### src/rtl/pll_phase_ctrl.sv
// Phase-adjust and lock sequencer for the ECP5 PLL dynamic ports: filters LOCK,
// gates the downstream domain reset and plays out timed PHASESTEP pulse trains.
module pll_phase_ctrl #(
    parameter int unsigned SETUP_CYCLES       = 4,
    parameter int unsigned PULSE_CYCLES       = 4,
    parameter int unsigned GAP_CYCLES         = 4,
    parameter int unsigned SETTLE_CYCLES      = 16,
    parameter int unsigned LOCK_STABLE_CYCLES = 1024,
    parameter int unsigned STEPS_W            = 8
) (
    input  logic               clk_i,
    input  logic               reset,
    input  logic               pll_locked_i,
    input  logic               req_valid,
    output logic               req_ready,
    input  logic [1:0]         req_sel,
    input  logic               req_dir,
    input  logic [STEPS_W-1:0] req_steps,
    output logic [1:0]         phasesel,
    output logic               phasedir,
    output logic               phasestep,
    output logic               phaseloadreg,
    output logic               lock_ok,
    output logic               domain_rst_o,
    output logic               busy,
    output logic               done,
    output logic               err_unlock,
    output logic [STEPS_W-1:0] steps_done
);

    localparam int unsigned MAX_A   = (SETUP_CYCLES > PULSE_CYCLES) ? SETUP_CYCLES : PULSE_CYCLES;
    localparam int unsigned MAX_B   = (GAP_CYCLES > SETTLE_CYCLES) ? GAP_CYCLES : SETTLE_CYCLES;
    localparam int unsigned MAX_CYC = (MAX_A > MAX_B) ? MAX_A : MAX_B;
    localparam int unsigned CNT_W   = $clog2(MAX_CYC + 1);
    localparam int unsigned LCNT_W  = $clog2(LOCK_STABLE_CYCLES + 1);
    localparam int unsigned SW1     = STEPS_W + 1;

    localparam logic [2:0] S_IDLE   = 3'd0;
    localparam logic [2:0] S_SETUP  = 3'd1;
    localparam logic [2:0] S_PULSE  = 3'd2;
    localparam logic [2:0] S_GAP    = 3'd3;
    localparam logic [2:0] S_SETTLE = 3'd4;

    logic              sync1_q, sync2_q;
    logic [LCNT_W-1:0] lcnt_q, lcnt_d;
    logic              lock_ok_q, lock_ok_d;
    logic              domain_rst_q;

    logic [2:0]         state_q, state_d;
    logic [CNT_W-1:0]   cnt_q, cnt_d;
    logic [1:0]         sel_q, sel_d;
    logic               dir_q, dir_d;
    logic [STEPS_W-1:0] steps_q, steps_d;
    logic [STEPS_W-1:0] steps_done_q, steps_done_d;
    logic               phasestep_q, busy_q, done_q, done_d, err_q, err_d;
    logic               accept;

    // Lock filter: consecutive synchronized-high cycles, cleared on any low sample.
    always_comb begin
        lcnt_d    = '0;
        lock_ok_d = 1'b0;
        if (sync2_q) begin
            lcnt_d    = (lcnt_q == LCNT_W'(LOCK_STABLE_CYCLES)) ? lcnt_q : lcnt_q + LCNT_W'(1);
            lock_ok_d = (lcnt_q == LCNT_W'(LOCK_STABLE_CYCLES));
        end
    end

    always_ff @(posedge clk_i) begin
        if (reset) begin
            sync1_q      <= 1'b0;
            sync2_q      <= 1'b0;
            lcnt_q       <= '0;
            lock_ok_q    <= 1'b0;
            domain_rst_q <= 1'b1;
        end else begin
            sync1_q      <= pll_locked_i;
            sync2_q      <= sync1_q;
            lcnt_q       <= lcnt_d;
            lock_ok_q    <= lock_ok_d;
            domain_rst_q <= ~lock_ok_d;
        end
    end

    assign req_ready = (state_q == S_IDLE) & lock_ok_q & ~reset;
    assign accept    = req_valid & req_ready;

    // Step sequencer; SETTLE holds one extra cycle so done coincides with busy.
    always_comb begin
        state_d      = state_q;
        cnt_d        = cnt_q + CNT_W'(1);
        sel_d        = sel_q;
        dir_d        = dir_q;
        steps_d      = steps_q;
        steps_done_d = steps_done_q;
        done_d       = 1'b0;
        err_d        = 1'b0;
        case (state_q)
            S_IDLE: begin
                cnt_d = '0;
                if (accept) begin
                    state_d      = S_SETUP;
                    sel_d        = req_sel;
                    dir_d        = req_dir;
                    steps_d      = req_steps;
                    steps_done_d = '0;
                end
            end
            S_SETUP: begin
                if (cnt_q == CNT_W'(SETUP_CYCLES - 1)) begin
                    cnt_d   = '0;
                    state_d = (steps_q == '0) ? S_SETTLE : S_PULSE;
                end
            end
            S_PULSE: begin
                if (cnt_q == CNT_W'(PULSE_CYCLES - 1)) begin
                    cnt_d        = '0;
                    steps_done_d = steps_done_q + STEPS_W'(1);
                    state_d      = (({1'b0, steps_done_q} + SW1'(1)) < {1'b0, steps_q}) ? S_GAP : S_SETTLE;
                end
            end
            S_GAP: begin
                if (cnt_q == CNT_W'(GAP_CYCLES - 1)) begin
                    cnt_d   = '0;
                    state_d = S_PULSE;
                end
            end
            S_SETTLE: begin
                if (done_q) begin
                    cnt_d   = '0;
                    state_d = S_IDLE;
                end else if (cnt_q == CNT_W'(SETTLE_CYCLES - 1)) begin
                    done_d = 1'b1;
                end
            end
            default: begin
                cnt_d   = '0;
                state_d = S_IDLE;
            end
        endcase
        // Lock loss wins over any in-flight transition, freezing the completed-pulse count.
        if ((state_q != S_IDLE) && !lock_ok_q) begin
            state_d      = S_IDLE;
            cnt_d        = '0;
            steps_done_d = steps_done_q;
            done_d       = 1'b0;
            err_d        = 1'b1;
        end
    end

    always_ff @(posedge clk_i) begin
        if (reset) begin
            state_q      <= S_IDLE;
            cnt_q        <= '0;
            sel_q        <= '0;
            dir_q        <= 1'b0;
            steps_q      <= '0;
            steps_done_q <= '0;
            phasestep_q  <= 1'b0;
            busy_q       <= 1'b0;
            done_q       <= 1'b0;
            err_q        <= 1'b0;
        end else begin
            state_q      <= state_d;
            cnt_q        <= cnt_d;
            sel_q        <= sel_d;
            dir_q        <= dir_d;
            steps_q      <= steps_d;
            steps_done_q <= steps_done_d;
            phasestep_q  <= (state_d == S_PULSE);
            busy_q       <= (state_d != S_IDLE);
            done_q       <= done_d;
            err_q        <= err_d;
        end
    end

    assign phasesel     = sel_q;
    assign phasedir     = dir_q;
    assign phasestep    = phasestep_q;
    assign phaseloadreg = 1'b0;
    assign lock_ok      = lock_ok_q;
    assign domain_rst_o = domain_rst_q;
    assign busy         = busy_q;
    assign done         = done_q;
    assign err_unlock   = err_q;
    assign steps_done   = steps_done_q;

endmodule

### config.mk
export PLATFORM = sky130hd
export DESIGN_NAME = pll_phase_ctrl
export DESIGN_NICKNAME = d
export VERILOG_FILES = /design/src/rtl/pll_phase_ctrl.sv
export SDC_FILE = /design/constraint.sdc
export NUM_CORES = 1
export LEC_CHECK = 0
export ABC_CLOCK_PERIOD_IN_PS = 3200
export CORE_ASPECT_RATIO = 1.25
export CORE_MARGIN = 1.5
export CORE_UTILIZATION = 55
export CTS_BUF_LIST = sky130_fd_sc_hd__clkbuf_8
export DETAILED_ROUTE_END_ITERATION = 16
export GPL_ROUTABILITY_DRIVEN = 0
export MAX_ROUTING_LAYER = met4
export PLACE_DENSITY = 0.88
export SLEW_MARGIN = 20
export SYNTH_ARGS = -nofsm -noshare
export SYNTH_HDL_FRONTEND = slang
export SYNTH_SLANG_ARGS = --single-unit
### constraint.sdc
create_clock -name clk_i -period 3.2 [get_ports clk_i]
set_input_delay 0.64 -clock clk_i [delete_from_list [all_inputs] [get_ports clk_i]]
set_output_delay 0.64 -clock clk_i [all_outputs]
set_load 0.05 [all_outputs]
==> summary.txt <==
Clocking
  – Hold_buf cts: 0
  – Num Clock Sinks: 46
  – Clock transition at path regs: 0.09 ns
  – Worst-Skew Late Latency: 0.30 ns
  – Bufs on Longest Clock Path: 2
  – TritonCTS buffer count: 5
  – H-Tree Depth: 2
  – Post-CTS Setup Bufs: 0
  – Root Buffer: clkbuf_8
  – CTS tree: done
  – CTS resizes: 0

Worst setup path
  – WP data arrival: 3.06 ns
  – Worst EP required: 3.44 ns
  – CP endpoint kind: flop
  – Setup CP Type: flop to flop
  – CP Max Fanout: 7
  – Element type at the critical path start: flop
  – Worst r2r path cells: 10

STA
  – RSZ-0062 raised after global routing: no
  – Clock Skew: 0.0132 ns
  – Max-slew headroom: 62.4%
  – Final Cycle Share: 88.3%
  – Final setup fails: 0
  – Fmax: 354 MHz
  – Tmin final: 2.82 ns
  – Worst Tran Pin Value: 0.558 ns
  – Post-route setup slack: 0.375 ns
  – Setup TNS: 0 ns
  – Final Hold Fails: 0
  – Final Max Slew Viols: 0
  – Worst hold margin: 0.448 ns

Final layout
  – Layout area overhead: 20.9%
  – Commonest non-fill, non-tap cell in the layout: dfxtp_1
  – Post-route cell area: 2650 um^2
  – Share of cells above drive strength 1: 7.09%
  – Most frequent cells in the layout: 46 x dfxtp_1, 31 x nor2_1, 31 x clkdlybuf4s50_1, 25 x nand2_1
  – Fillers: 316
  – N_diodes: 0
  – # nets final: 308

Detailed routing
  – Vias: 1835
  – Drt wl/cell: 13.2 um
  – Via density: 5.46
  – Post-Route WL: 4430 um
  – Drt first pass iters: 4
  – Starting DRC count in detailed routing: 146
  – Post-DRT Antenna Nets: 0
  – DR DRC count: 0

Pwr
  – Pleak: 0.955 nW
  – VDD IR-drop max: 0.391 mV
  – PD cells: 376 nW/um^2
  – Power share of the sequential group: 57.6%
  – Logic pwr share: 3.1%
  – Clk pwr share: 39.4%
  – NetSw: 0.208 mW
  – Sw Ratio: 20.8%
  – Internal cell power: 0.790 mW

Placed design
  – HPWL Detailed: 3240 um
  – Dpl cell area: 2550 um^2
  – I/O Buffers: 32
  – Place WS: 0.420 ns

Flow run
  – Max_cap viols: 0

Floorplanning
  – Core Area: 3820 um^2
  – Site row count: 25
  – Die H: 73.6 um
  – Die ar.: 4380 um^2
  – Top Ports: 34
  – Die X: 59.5 um
  – Initial core utilization: 57.5%

Yosys
  – Cells after Synth: 251
  – Synthesized Nets: 278
  – Netlist Area Pre-Place: 2190 um^2
  – Top_reg_cell synth: dfxtp_1
  – Ys Warns: 0
  – Post-synth EDFFs: 0
  – Syn_area_per_cell: 8.74 um^2
  – Synth unique cells: 48
  – Synth Register Bits: 46
  – Post-synthesis sequential area ratio: 42.0%
  – Asr flop ratio synth: 0%

GRT
  – Pin count of the biggest net entering global routing: 25
  – Global-route wire length before repair: 7330 um
  – Initial antenna violation count: 0
  – Total GRT Usage: 22.4%
  – Total congestion overflow: 0
  – Number of global-route vias before repair: 1723

Worst hold path
  – Hold crit path type: flop to flop
  – Worst Hold Depth: 1

Outcome
  – Outcome: finished clean
==> Yosys cell counts (all sizes together), types with 2 or more instances <==
| library cell | number | area (um^2) |
|---|---|---|
| xor2 | 9 | 78.8 |
| o31ai | 7 | 52.6 |
| ha | 12 | 150 |
| nand3 | 11 | 60.1 |
| o21ai | 9 | 45.0 |
| or3 | 2 | 12.5 |
| nor4b | 2 | 32.5 |
| nor4 | 5 | 31.3 |
| and3 | 8 | 52.6 |
| a21oi | 6 | 30.0 |
| buf | 8 | 48.8 |
| nand2 | 25 | 93.8 |
| a41oi | 3 | 26.3 |
| dfxtp | 46 | 921 |
| nand2b | 8 | 50.1 |
| inv | 12 | 45.0 |
| nor2 | 32 | 123 |
| clkbuf | 3 | 11.3 |
| a22oi | 2 | 15.0 |
| nor2b | 5 | 31.3 |
| a21o | 2 | 15.0 |
| a21boi | 2 | 15.0 |
| nor3 | 4 | 20.0 |
| a311oi | 6 | 58.8 |
| xnor2 | 7 | 61.3 |
==> logic make-up after synthesis <==
logic type                 Yosys count  synth area share (%)
AOI/OAI and AO/OA                   45                  14.6
xor gates and xnor gates            16                  6.39
adders and majority gates           12                  6.85
buffers and inverters               23                  4.79
DFF                                 46                  42.0
muxes                                1                 0.513
other                                1                 0.171
and+or+nand+nor                    107                  24.7
==> power by group through the flow <==
stage,clock [mW],sequential (mW),combinational [mW]
3_3_place_gp,0,0.588,0.0305
5_1_grt,0.430,0.574,0.0326
2_1_floorplan,0,0.587,0.0113
4_1_cts,0.401,0.574,0.0309
3_5_place_dp,0,0.588,0.0306
6_report,0.393,0.574,0.0306
==> state kept, by name, indices dropped and copies added (netlist names) <==
register	flops
lock_ok	1
phasedir	1
steps_q	8
sync1_q	1
done	1
phasesel	2
domain_rst_o	1
sync2_q	1
steps_done	8
phasestep	1
err_unlock	1
cnt_q	5
lcnt_q	11
state_q	3
busy	1
==> area by class of cell <==
cell class                 instances  area, um^2  area share, %
clock buffer                       7        96.3           3.63
clock inverter                     1        8.76          0.330
inverter                          12        45.0           1.70
multi-input combinational        182        1170           44.0
sequential                        46         921           34.7
tap                               54        67.6           2.55
timing repair buffer              34         345           13.0
==> worst max-delay path, cell delays in order (launching register included) <==
cell,delay [ns]
dfxtp_1,0.44
ha_1,0.31
and3_1,0.20
nand3_1,0.14
xnor2_1,0.18
ha_1,0.29
and3_1,0.20
a221oi_1,0.26
o211ai_1,0.21
a311oi_2,0.34
a21boi_1,0.19
==> metrics by stage <==
step                      utilization (%)  std cells  power (mW)
final                                69.5        336       0.997
after floorplan                         -        251       0.599
after global placement               66.7        328       0.618
after CTS                            69.5        336        1.01
after global routing                 69.5        336        1.04
after detailed placement             66.7        328       0.618
==> layer usage <==
layer  up-vias  wire length (um)  global-route usage, %
li1        933                 -                      -
met1       841              1930                   26.9
met2        53              2240                   36.6
met3         8               202                   4.58
met4         0                64                   8.33
met5         -                 0                      -
==> worst paths after layout <==
| check | startpoint | slack [ns] | end |
|---|---|---|---|
| worst max-delay path | steps_done[0]$_SDFFE_PP0P_ | 0.38 | phasestep$_SDFF_PP0_ |
| worst min-delay path | cnt_q[0]$_SDFF_PP0_ | 0.45 | cnt_q[0]$_SDFF_PP0_ |
| worst max register to register | steps_done[0]$_SDFFE_PP0P_ | 0.38 | phasestep$_SDFF_PP0_ |
| worst min register to register | cnt_q[0]$_SDFF_PP0_ | 0.45 | cnt_q[0]$_SDFF_PP0_ |
(Power assumes the default switching activity.)
